File: config.mk
export PLATFORM = sky130hd
export DESIGN_NAME = axis_video_framer
export DESIGN_NICKNAME = d
export VERILOG_FILES = /design/src/rtl/axis_video_framer.sv
export SDC_FILE = /design/constraint.sdc
export NUM_CORES = 1
export LEC_CHECK = 0
export CORE_MARGIN = 10
export CORE_UTILIZATION = 55
export DETAILED_ROUTE_END_ITERATION = 10
export PLACE_DENSITY = 0.85
export SYNTH_ARGS = -nofsm -noshare
export SYNTH_HDL_FRONTEND = slang
export SYNTH_SLANG_ARGS = --single-unit
File: constraint.sdc
create_clock -name i_axis_clk -period 4.8 [get_ports i_axis_clk]
set_input_delay 0.96 -clock i_axis_clk [delete_from_list [all_inputs] [get_ports i_axis_clk]]
set_output_delay 0.96 -clock i_axis_clk [all_outputs]
set_load 0.02 [all_outputs]
File: src/rtl/axis_video_framer.sv
// AXI4-Stream video framer: tags each accepted beat with start-of-frame (tuser) and
// end-of-line (tlast) from beat/line counters, and forwards it through a fully registered skid buffer.
module axis_video_framer #(
   parameter int P_AXIS_DATA_WIDTH = 64,
   parameter int P_LINE_BEATS      = 160,
   parameter int P_FRAME_LINES     = 480
) (
   input  logic                         i_axis_clk,
   input  logic                         i_axis_rstn,
   input  logic                         i_ena,
   input  logic                         s_axis_tvalid,
   output logic                         s_axis_tready,
   input  logic [P_AXIS_DATA_WIDTH-1:0] s_axis_tdata,
   output logic                         m_axis_tvalid,
   input  logic                         m_axis_tready,
   output logic [P_AXIS_DATA_WIDTH-1:0] m_axis_tdata,
   output logic                         m_axis_tuser,
   output logic                         m_axis_tlast,
   output logic [15:0]                  o_frame_cnt
);

   localparam int BW = $clog2(P_LINE_BEATS);
   localparam int LW = $clog2(P_FRAME_LINES);
   localparam logic [BW-1:0] LAST_BEAT = BW'(P_LINE_BEATS - 1);
   localparam logic [LW-1:0] LAST_LINE = LW'(P_FRAME_LINES - 1);

   logic [BW-1:0]                beat_q, beat_d;
   logic [LW-1:0]                line_q, line_d;
   logic [15:0]                  frame_cnt_q, frame_cnt_d;
   logic                         rdy_q, rdy_d;
   logic                         out_valid_q, out_valid_d;
   logic [P_AXIS_DATA_WIDTH-1:0] out_data_q, out_data_d;
   logic                         out_user_q, out_user_d;
   logic                         out_last_q, out_last_d;
   logic                         skid_valid_q, skid_valid_d;
   logic [P_AXIS_DATA_WIDTH-1:0] skid_data_q, skid_data_d;
   logic                         skid_user_q, skid_user_d;
   logic                         skid_last_q, skid_last_d;

   logic accept_s;
   logic out_free_s;
   logic tag_user_s;
   logic tag_last_s;

   // rdy_q mirrors "skid empty" but stays low until the first edge after reset release
   assign s_axis_tready = rdy_q & i_ena;
   assign accept_s      = s_axis_tvalid & s_axis_tready;
   assign out_free_s    = ~out_valid_q | m_axis_tready;
   assign tag_user_s    = (beat_q == '0) && (line_q == '0);
   assign tag_last_s    = (beat_q == LAST_BEAT);

   assign m_axis_tvalid = out_valid_q;
   assign m_axis_tdata  = out_data_q;
   assign m_axis_tuser  = out_user_q;
   assign m_axis_tlast  = out_last_q;
   assign o_frame_cnt   = frame_cnt_q;

   // Beat/line/frame position tracking; disabling framing rearms at frame start
   always_comb begin
      beat_d      = beat_q;
      line_d      = line_q;
      frame_cnt_d = frame_cnt_q;
      if (!i_ena) begin
         beat_d = '0;
         line_d = '0;
      end else if (accept_s) begin
         if (tag_last_s) begin
            beat_d = '0;
            if (line_q == LAST_LINE) begin
               line_d      = '0;
               frame_cnt_d = frame_cnt_q + 16'd1;
            end else begin
               line_d = line_q + LW'(1);
            end
         end else begin
            beat_d = beat_q + BW'(1);
         end
      end else begin
         beat_d = beat_q;
      end
   end

   // Skid buffer next state; an accepted beat never meets a full skid since ready tracks it
   always_comb begin
      out_valid_d  = out_valid_q;
      out_data_d   = out_data_q;
      out_user_d   = out_user_q;
      out_last_d   = out_last_q;
      skid_valid_d = skid_valid_q;
      skid_data_d  = skid_data_q;
      skid_user_d  = skid_user_q;
      skid_last_d  = skid_last_q;
      if (out_free_s && skid_valid_q) begin
         out_valid_d  = 1'b1;
         out_data_d   = skid_data_q;
         out_user_d   = skid_user_q;
         out_last_d   = skid_last_q;
         skid_valid_d = 1'b0;
      end else if (out_free_s && accept_s) begin
         out_valid_d = 1'b1;
         out_data_d  = s_axis_tdata;
         out_user_d  = tag_user_s;
         out_last_d  = tag_last_s;
      end else if (out_free_s) begin
         out_valid_d = 1'b0;
      end else if (accept_s) begin
         skid_valid_d = 1'b1;
         skid_data_d  = s_axis_tdata;
         skid_user_d  = tag_user_s;
         skid_last_d  = tag_last_s;
      end else begin
         skid_valid_d = skid_valid_q;
      end
      rdy_d = ~skid_valid_d;
   end

   // State registers
   always_ff @(posedge i_axis_clk or negedge i_axis_rstn) begin
      if (!i_axis_rstn) begin
         beat_q       <= '0;
         line_q       <= '0;
         frame_cnt_q  <= 16'd0;
         rdy_q        <= 1'b0;
         out_valid_q  <= 1'b0;
         out_data_q   <= '0;
         out_user_q   <= 1'b0;
         out_last_q   <= 1'b0;
         skid_valid_q <= 1'b0;
         skid_data_q  <= '0;
         skid_user_q  <= 1'b0;
         skid_last_q  <= 1'b0;
      end else begin
         beat_q       <= beat_d;
         line_q       <= line_d;
         frame_cnt_q  <= frame_cnt_d;
         rdy_q        <= rdy_d;
         out_valid_q  <= out_valid_d;
         out_data_q   <= out_data_d;
         out_user_q   <= out_user_d;
         out_last_q   <= out_last_d;
         skid_valid_q <= skid_valid_d;
         skid_data_q  <= skid_data_d;
         skid_user_q  <= skid_user_d;
         skid_last_q  <= skid_last_d;
      end
   end

endmodule

==> Flow_metrics.wiki <==
{| class="wikitable"
! Metric !! Value
|-
| Run status || finished, final reports clean
|-
| Die area || 18400 sq um
|-
| Critical path class || input pin to output port
|-
| Ys flop type || dfrtp_1
|-
| Effective utilization at floorplan || 55.8%
|-
| Antenna violations before repair || 0
|-
| Number of clock buffers inserted by TritonCTS || 17
|-
| GPL Wtd Cong || 0.846
|-
| Sum Neg Setup Slack || 0 ps
|-
| Wirelength, routed || 17.5 mm
|-
| Post-CTS Resized || 0
|-
| Routed length per instance || 18.4 microns
|-
| Power density relative to cell area || 422 nW/um^2
|-
| Pin slew with the least headroom to its limit || 1050 ps
|-
| Synthesized cell area || 7330 sq um
|-
| Grt ovf || 0
|-
| Register-to-Register Setup Slack || 2100 ps
|-
| Clock tree from TritonCTS || yes
|-
| Worst hold-check path type || flip-flop to flip-flop
|-
| Final standard cell area without fillers || 9500 sq um
|-
| Final min period || 3220 ps
|-
| Highest cell delay on the worst timing path || 600 ps
|-
| Number of instances in the synthesized netlist || 626
|-
| Diode insertion count for antenna repair || 0
|-
| Num Clock Sinks || 168
|-
| Floorplan die width || 135 microns
|-
| Number of remaining DRC errors || 0
|-
| Data required time of the critical path || 3840 ps
|-
| Met3 WL post-DR || 1.21 mm
|-
| Met1 WL || 6.78 mm
|-
| Instance area at placement || 8990 sq um
|-
| Maximum fanout along the worst path || 7
|-
| H-tree Lvls || 4
|-
| Die height || 135 microns
|-
| Wire length of the first global-routing pass || 28.9 mm
|-
| Max Fclk || 0.310 GHz
|-
| Post-synthesis async set-or-reset flop share || 100%
|-
| Vias per Instance || 5.60
|-
| Share of final-layout standard cells stronger than drive strength 1 || 13.9%
|-
| Worst-skew pair later-pin latency || 410 ps
|-
| Cell repeated most along the worst path || clkdlybuf4s50_1
|-
| Pre-CTS setup slack || 1500 ps
|-
| Count of cell types in the netlist || 44
|-
| Total via count in the routed design || 5328
|-
| 1st-iter DRT viols || 493
|-
| Worst Hold Slack || 483 ps
|-
| Worst-case clock buffer depth || 2
|-
| Floorplan row count || 42
|-
| Count of yosys warnings during synthesis || 0
|-
| Register bit total from synthesis || 168
|-
| Max IR drop VDD || 0.296 mV
|-
| Setup violators final || 0
|-
| Post-synthesis average cell area || 11.7 sq um
|-
| IO Pins || 153
|-
| Max stage delay cell, worst path || clkdlybuf4s50_1
|-
| Number of global-route vias before repair || 5715
|-
| Pin count of the biggest net entering global routing || 110
|-
| Max-cap violations || 0
|-
| Highest layer used for signal routing || met4
|-
| Critical path buffers and inverters || 2
|-
| Critical path's top delay family || buffers and inverters
|-
| Setup skew after layout || 5.16 ps
|-
| Fin. max-slew vios || 0
|-
| Final HPWL from detailed placement || 12.2 mm
|-
| Core region area || 13100 sq um
|-
| Detail Route Antenna Nets || 0
|-
| Cell breakdown of the critical path || clkdlybuf4s50_1 -> and2_1 -> clkdlybuf4s50_1
|-
| CTS clk-pin slew, worst paths || 60 ps
|-
| Overall track demand over capacity in global routing || 19.5%
|-
| RSZ-0062 raised after global routing || false
|-
| Leakage power of the design || 0.00455 uW
|-
| Clk root buf || clkbuf_16
|-
| Tightest slew margin relative to the limit || 30.1%
|-
| Hold buffer count at cts || 0
|-
| Number of nets in the finished design || 840
|-
| Syn_nets || 700
|-
| Worst setup slack after layout || 1580 ps
|-
| Final hold viol count || 0
|-
| Buffers on Ports || 152
|-
| Met2 Wirelength || 9.25 mm
|-
| Critical path data arrival time || 2260 ps
|-
| Setup repair bufs after CTS || 0
|-
| Worst setup EP type || output port
|-
| Number of synthesized flops with an enable pin || 0
|-
| Proportion of synthesized chip area in sequential cells || 57.3%
|-
| Layout overhead on the synthesized area || 29.5%
|-
| Share of the clock period used by the worst path || 67.2%
|-
| Worst setup SP type || input pin
|-
| First drt pass iteration count || 4
|}
==> stage by stage <==
stage | power [uW] | cells | utilization, %
after global routing | 4200 | 952 | 72.3
after CTS | 4050 | 952 | 72.3
after global placement | 2800 | 923 | 68.5
after detailed placement | 2860 | 923 | 68.5
after floorplan | 2360 | 626 | -
final | 4010 | 952 | 72.3
==> where the power goes <==
part	total, uW	internal (uW)	switching, uW	leakage (uW)
logic	937	480	457	0.00221
clock network	1180	661	517	0.000243
registers	1890	1720	169	0.00209
==> placed cells by master, fill, tap and decap left out, types with 8 or more instances in the layout <==
cell	count
dfrtp_1	168
clkdlybuf4s50_1	151
nand2_1	86
o21ai_0	73
mux2i_1	65
mux2_2	65
clkbuf_16	17
inv_1	15
nand3_1	13
xor2_1	12
a21oi_1	10
nor4_1	9
xnor2_1	8
==> registers in the layout (all words and copies together), names as in the netlist, 8 cells and up <==
register      cells
line_q            9
beat_q            8
o_frame_cnt      16
skid_data_q      64
m_axis_tdata     64
==> worst min-delay path, delay by kind of cell (launching register included) <==
family	cells	cell delay, ps
DFF	1	340
AOI/OAI and AO/OA	1	60
and+or+nand+nor	1	40
==> cell families (layout without fill, tap and decap cells) <==
kind of cell,Yosys count,in the layout,synth area share [%]
xor gates and xnor gates,20,20,2.39
DFF,168,168,57.3
muxes,130,130,18.9
adders and majority gates,5,5,0.853
AOI/OAI and AO/OA,96,96,7.01
buffers and inverters,51,201,2.93
and+or+nand+nor,156,156,10.6
==> cells in the mapped netlist, drive strengths merged, types with 7 or more instances <==
master / count / area, sq um
clkbuf: 22 / 92.6
nand3: 14 / 75.1
dfrtp: 168 / 4200
inv: 15 / 56.3
mux2: 65 / 732
buf: 14 / 66.3
nor4: 13 / 115
mux2i: 65 / 651
nor3: 7 / 35.0
xor2: 12 / 105
nor2: 7 / 26.3
o21ai: 74 / 370
nand2: 88 / 330
xnor2: 8 / 70.1
a21oi: 10 / 50.1
==> routing by layer <==
metal | global-route usage, % | vias up
met5 | 0 | -
met4 | 6.82 | 0
met3 | 6.34 | 30
met2 | 33.8 | 168
met1 | 22.0 | 2663
li1 | - | 2467
==> cell type report <==
| type | instances | area (sq um) |
|---|---|---|
| clock buffer | 20 | 447 |
| inverter | 15 | 56.3 |
| clock inverter | 9 | 56.3 |
| timing repair buffer | 157 | 1570 |
| multi-input combinational | 407 | 2940 |
| fill | 912 | 3640 |
| tap | 176 | 220 |
| sequential | 168 | 4200 |
==> worst paths after layout <==
| kind | start | to | cells past startpoint |
|---|---|---|---|
| worst max register to register | line_q[1] | o_frame_cnt[1] | 5 |
| min in group asynchronous | i_axis_rstn | line_q[7] | 1 |
| worst min-delay path | m_axis_tdata[4] | m_axis_tdata[4] | 2 |
| max in group asynchronous | i_axis_rstn | m_axis_tdata[59] | 2 |
| worst min register to register | m_axis_tdata[4] | m_axis_tdata[4] | 2 |
| worst max-delay path | i_ena | s_axis_tready | 3 |
No activity file was read; power rests on OpenSTA's default activity.
